<file path="config.mk">
export PLATFORM = sky130hd
export DESIGN_NAME = csr_access_unit
export DESIGN_NICKNAME = d
export VERILOG_FILES = /design/src/rtl/csr_access_unit.sv
export SDC_FILE = /design/constraint.sdc
export NUM_CORES = 1
export LEC_CHECK = 0
export CAP_MARGIN = 20
export CORE_ASPECT_RATIO = 1.5
export CORE_MARGIN = 2
export CORE_UTILIZATION = 62
export DETAILED_ROUTE_END_ITERATION = 10
export DONT_BUFFER_PORTS = 1
export PLACE_DENSITY = 0.78
export RECOVER_POWER = 25
export SETUP_SLACK_MARGIN = 0.1
export SLEW_MARGIN = 20
export SYNTH_ARGS = -nofsm -noshare
export SYNTH_HDL_FRONTEND = slang
export SYNTH_SLANG_ARGS = --single-unit
</file>
<file path="constraint.sdc">
create_clock -name CLK -period 2.19 [get_ports CLK]
set_input_delay 0.219 -clock CLK [delete_from_list [all_inputs] [get_ports CLK]]
set_output_delay 0.219 -clock CLK [all_outputs]
set_load 0.005 [all_outputs]
</file>
<file path="src/rtl/csr_access_unit.sv">
// csr_access_unit: executes SYSTEM-opcode CSR instructions against an external CSR set.
// Flow: IDLE accepts an instruction. CHECK presents the CSR address and snapshots the read data.
// WB writes the snapshot to rd and waits for RD_ACK. TRAP flags an illegal instruction.
// Optional build macro: CSR_ACCESS_CHECK_EN. When it is defined, the unit also traps any CSR
// write and any address outside the implemented read-only counter/ID set. When it is not
// defined, only the opcode and funct3 checks apply.
// CORE_ID is carried for trace only and has no functional effect.
module csr_access_unit #(
  parameter logic [31:0] CORE_ID = 32'd0
) (
  input  logic        CLK,
  input  logic        RES,
  input  logic        REQ_VALID,
  output logic        REQ_READY,
  input  logic [31:0] INSTR,
  output logic [11:0] CSR_ADR,
  input  logic [31:0] CSR_DATA,
  output logic        RD_WE,
  output logic [4:0]  RD_ADR,
  output logic [31:0] RD_DATA,
  input  logic        RD_ACK,
  output logic        INSTR_DONE,
  output logic        ILLEGAL
);

  typedef enum logic [1:0] {
    IDLE  = 2'd0,
    CHECK = 2'd1,
    WB    = 2'd2,
    TRAP  = 2'd3
  } state_e;

  localparam logic [6:0] OPC_SYSTEM = 7'b1110011;

  state_e      state_q, state_d;
  logic [31:0] instr_q, instr_d;
  logic [31:0] snap_q, snap_d;

  // Fields of the latched instruction
  logic [6:0]  opcode;
  logic [2:0]  funct3;
  logic [4:0]  rs1;
  logic [4:0]  rd;
  logic [11:0] csr_adr;

  assign opcode  = instr_q[6:0];
  assign rd      = instr_q[11:7];
  assign funct3  = instr_q[14:12];
  assign rs1     = instr_q[19:15];
  assign csr_adr = instr_q[31:20];

  logic illegal_base;
  logic write_intent;
  logic illegal;
  logic wb_last;

  // Decode legality and write intent of the latched instruction
  always_comb begin
    // funct3 000 (ECALL/EBREAK/xRET) and 100 (reserved) are not CSR accesses.
    illegal_base = (opcode != OPC_SYSTEM) || (funct3[1:0] == 2'b00);
    // CSRRW/CSRRWI always write; the set/clear forms write only with a non-zero source.
    write_intent = (funct3[1:0] == 2'b01) || (funct3[1] && (rs1 != 5'd0));
`ifdef CSR_ACCESS_CHECK_EN
    case (csr_adr)
      12'hC00, 12'hC01, 12'hC02,
      12'hC80, 12'hC81, 12'hC82,
      12'hF14: illegal = illegal_base || write_intent;
      default: illegal = 1'b1;
    endcase
`else
    illegal = illegal_base;
`endif
  end

  // In WB the transaction ends on RD_ACK, or immediately when rd is x0.
  assign wb_last = (state_q == WB) && ((rd == 5'd0) || RD_ACK);

  // Next-state and datapath update for the access sequence
  always_comb begin
    // NOTE: every variable gets a default first so no path leaves it unassigned (no latch).
    state_d = state_q;
    instr_d = instr_q;
    snap_d  = snap_q;
    case (state_q)
      IDLE: begin
        if (REQ_VALID) begin
          instr_d = INSTR;
          state_d = CHECK;
        end
      end
      CHECK: begin
        snap_d  = CSR_DATA;
        state_d = illegal ? TRAP : WB;
      end
      WB: begin
        if (wb_last) state_d = IDLE;
      end
      TRAP:    state_d = IDLE;
      default: state_d = IDLE;
    endcase
  end

  // State registers; reset drops any in-flight instruction at once
  always_ff @(posedge CLK or posedge RES) begin
    // NOTE: sequential state uses non-blocking assignments so all flops update together.
    if (RES) begin
      state_q <= IDLE;
      instr_q <= '0;
      snap_q  <= '0;
    end else begin
      state_q <= state_d;
      instr_q <= instr_d;
      snap_q  <= snap_d;
    end
  end

  // Outputs are decoded from registered state. INSTR_DONE also follows RD_ACK so the
  // retire pulse lands in the acknowledging cycle.
  assign REQ_READY  = (state_q == IDLE);
  assign CSR_ADR    = csr_adr;
  assign RD_WE      = (state_q == WB) && (rd != 5'd0);
  assign RD_ADR     = (state_q == WB) ? rd : 5'd0;
  assign RD_DATA    = (state_q == WB) ? snap_q : 32'd0;
  assign INSTR_DONE = wb_last;
  assign ILLEGAL    = (state_q == TRAP);

  // Trace-only parameter and build-dependent decode terms
  logic unused_ok;
  assign unused_ok = ^{CORE_ID, write_intent};

endmodule

</file>
==> metrics <==
reg2reg path depth=3; Die Wd=~60 µm; DRT Wirelength=4430 µm; grt met3 use=0.0679; vias in the first global route=between 1500 and 2000; status=finished clean; largest net degree at the start of global routing=34; Hold Path Stages=1; RSZ-0062 raised after global routing=no; Cell Area, Synth=2760 µm²; Clock Latency Late Sink=0.32 ns; f_max=542 MHz; max-cap viol count=0; r2r endpoint=instr_q[25]; core region area=4250 µm²; fin crit period=1.84 ns; commonest non-fill, non-tap cells in the layout=dfrtp_1 (60), mux2_2 (38), and2_1 (38); Worst Min Path Start=INSTR[6]; Setup TNS=0 ns; Max Root-Sink Buffers=2; Clock transition at path regs=0.07 ns; Synth-to-Final Area Change=3.32%; total die area=5000 µm²; share of cells above drive strength 1=0.387; power density cells=1530 nW/µm²; Resize count post-CTS=0; worst min-delay path category=in2reg; R2R Setup Slk=0.60 ns; antenna-violating nets left=0; final core occ=0.670; critical register-to-register path startpoint=state_q[0]; CP peak stage delay=0.53 ns; GPL Wtd Cong=0.651; Syn Area/Cell=14.1 µm²; Worst slew margin=0.274; # H-tree levels=3; ANT cells=0; DR vias=about 1400; pins over their slew limit=0; synth unique cells=21; grt ovf=0; most common cell after layout, fill and taps aside=dfrtp_1; met2 usage=0.329; Row Count=29; grt peak-use layer=met2; Root Buffer=clkbuf_8; Num CTS Buffers=9; GRT Util Overall=0.200; Post-Syn Nets=264; Hold EP=instr_q[6]; antenna violations before repair=0; drt via density=5.78; LEAKAGE=roughly 0.0013 µW; period utilisation layout=0.842; CP Max Fanout=3; maximum vdd drop=roughly 1.0 mV; Yosys reg bits=60; Post-DP HPWL=3250 µm; synth warn=0; CTS tree=yes; final hold vios=0; M1 GR Usage=0.223; critical path capture point type=primary output; Worst path slowest cell=or4_1; drc violations=0; crit-path cells=or4_1, nor2_1, o21a_1; CP delay by family, top=simple AND/OR/NAND/NOR gates; Critical Path RT=1.97 ns; CTS sink cnt=60; WL per Instance=18.5 µm; Worst Skew=0.0102 ns; path type of the worst setup path=reg2out; final setup fails=0; worst path bufs/invs=0; IO buf count=0; Post-Syn Instances=196; Initial Util=0.649; total iterations of the first detailed-routing run=4; Seq/Total Area, Yosys=0.545; WP data arrival=1.62 ns; first-pass GRT wire length=7310 µm; nets=between 200 and 300; Iter 0 DRT Violations=29; die span in y=85.6 µm; startpoint types=flip-flop; # IOs=121; worst-margin pin slew=roughly 1.1 ns
==> layer usage <==
metal	share of wire	vias to the layer above	wire, µm
met5	0	-	0
li1	-	626	-
met4	0.016	0	72
met3	0.098	8	435
met2	0.51	79	2250
met1	0.38	673	1680
==> report_power, final <==
group	switching (µW)	leakage, µW	internal (µW)	total [µW]
clock network	383	0.0000844	440	823
logic	583	0.000474	927	1510
registers	329	0.000704	1690	2020
total	1300	0.00126	3060	4350
==> synthesized netlist by cell type, drive strengths merged <==
cell     count  area [µm²]
nor3         2        10.0
clkbuf       4        15.0
nand2b       2        12.5
nand4bb      1        11.3
dfrtp       60        1500
o31ai        1        7.51
nand4        1        6.26
mux2        58         728
o21a         1        7.51
or4          1        7.51
nor2         5        21.3
inv          1        3.75
and2        39         246
buf         19         169
and2b        1        7.51
==> flip-flops by register name (all words and copies together), names as in the netlist <==
register,cells
state_q,2
snap_q,32
instr_q,26
==> metrics by stage <==
| step | hold WS (ns) | total power [µW] | instances | instance area, µm² | setup WS [ns] |
|---|---|---|---|---|---|
| finish | 0.0439 | 4350 | 240 | 2850 | 0.346 |
| global route | 0.0265 | 4660 | 240 | 2850 | 0.240 |
| CTS | 0.0269 | 4410 | 240 | 2850 | 0.300 |
| detailed placement | 0.209 | 3570 | 222 | 2660 | 0.588 |
| global placement | 0.192 | 3460 | 222 | 2660 | 0.630 |
| floorplan | 0.319 | 3520 | 196 | 2760 | 0.486 |
==> cell type report <==
cell class / instances / area, µm²
multi-input combinational: 112 / 1070
timing repair buffer: 5 / 55.1
inverter: 1 / 3.75
sequential: 60 / 1500
clock inverter: 2 / 10.0
clock buffer: 14 / 153
tap: 46 / 57.6
fill: 287 / 1400
==> kinds of logic (layout without fill, tap and decap cells) <==
group,count (synthesis),after routing,share of synthesized area
compound gates,2,2,0.00545
mux,58,58,0.264
simple gates,52,52,0.117
flops,60,60,0.545
buf+inv,24,22,0.0681
==> worst max-delay path by stage <==
stage                     cells after the start       start     endpoint
after CTS                                     3  instr_q[9]   INSTR_DONE
after global routing                          3  instr_q[9]   INSTR_DONE
after global placement                        3  state_q[0]  instr_q[23]
after floorplan                               1         RES   instr_q[0]
after detailed placement                      3  state_q[0]  instr_q[22]
final                                         3  instr_q[9]   INSTR_DONE
==> repair_timing <==
action / CTS / global route
hold buffers: 2 / 0
setup buffers: 0 / 0
hold endpoints to repair: 29 / 0
endpoints found under the setup margin: 0 / 0
Note: power is estimated with default switching activity, not from simulation.
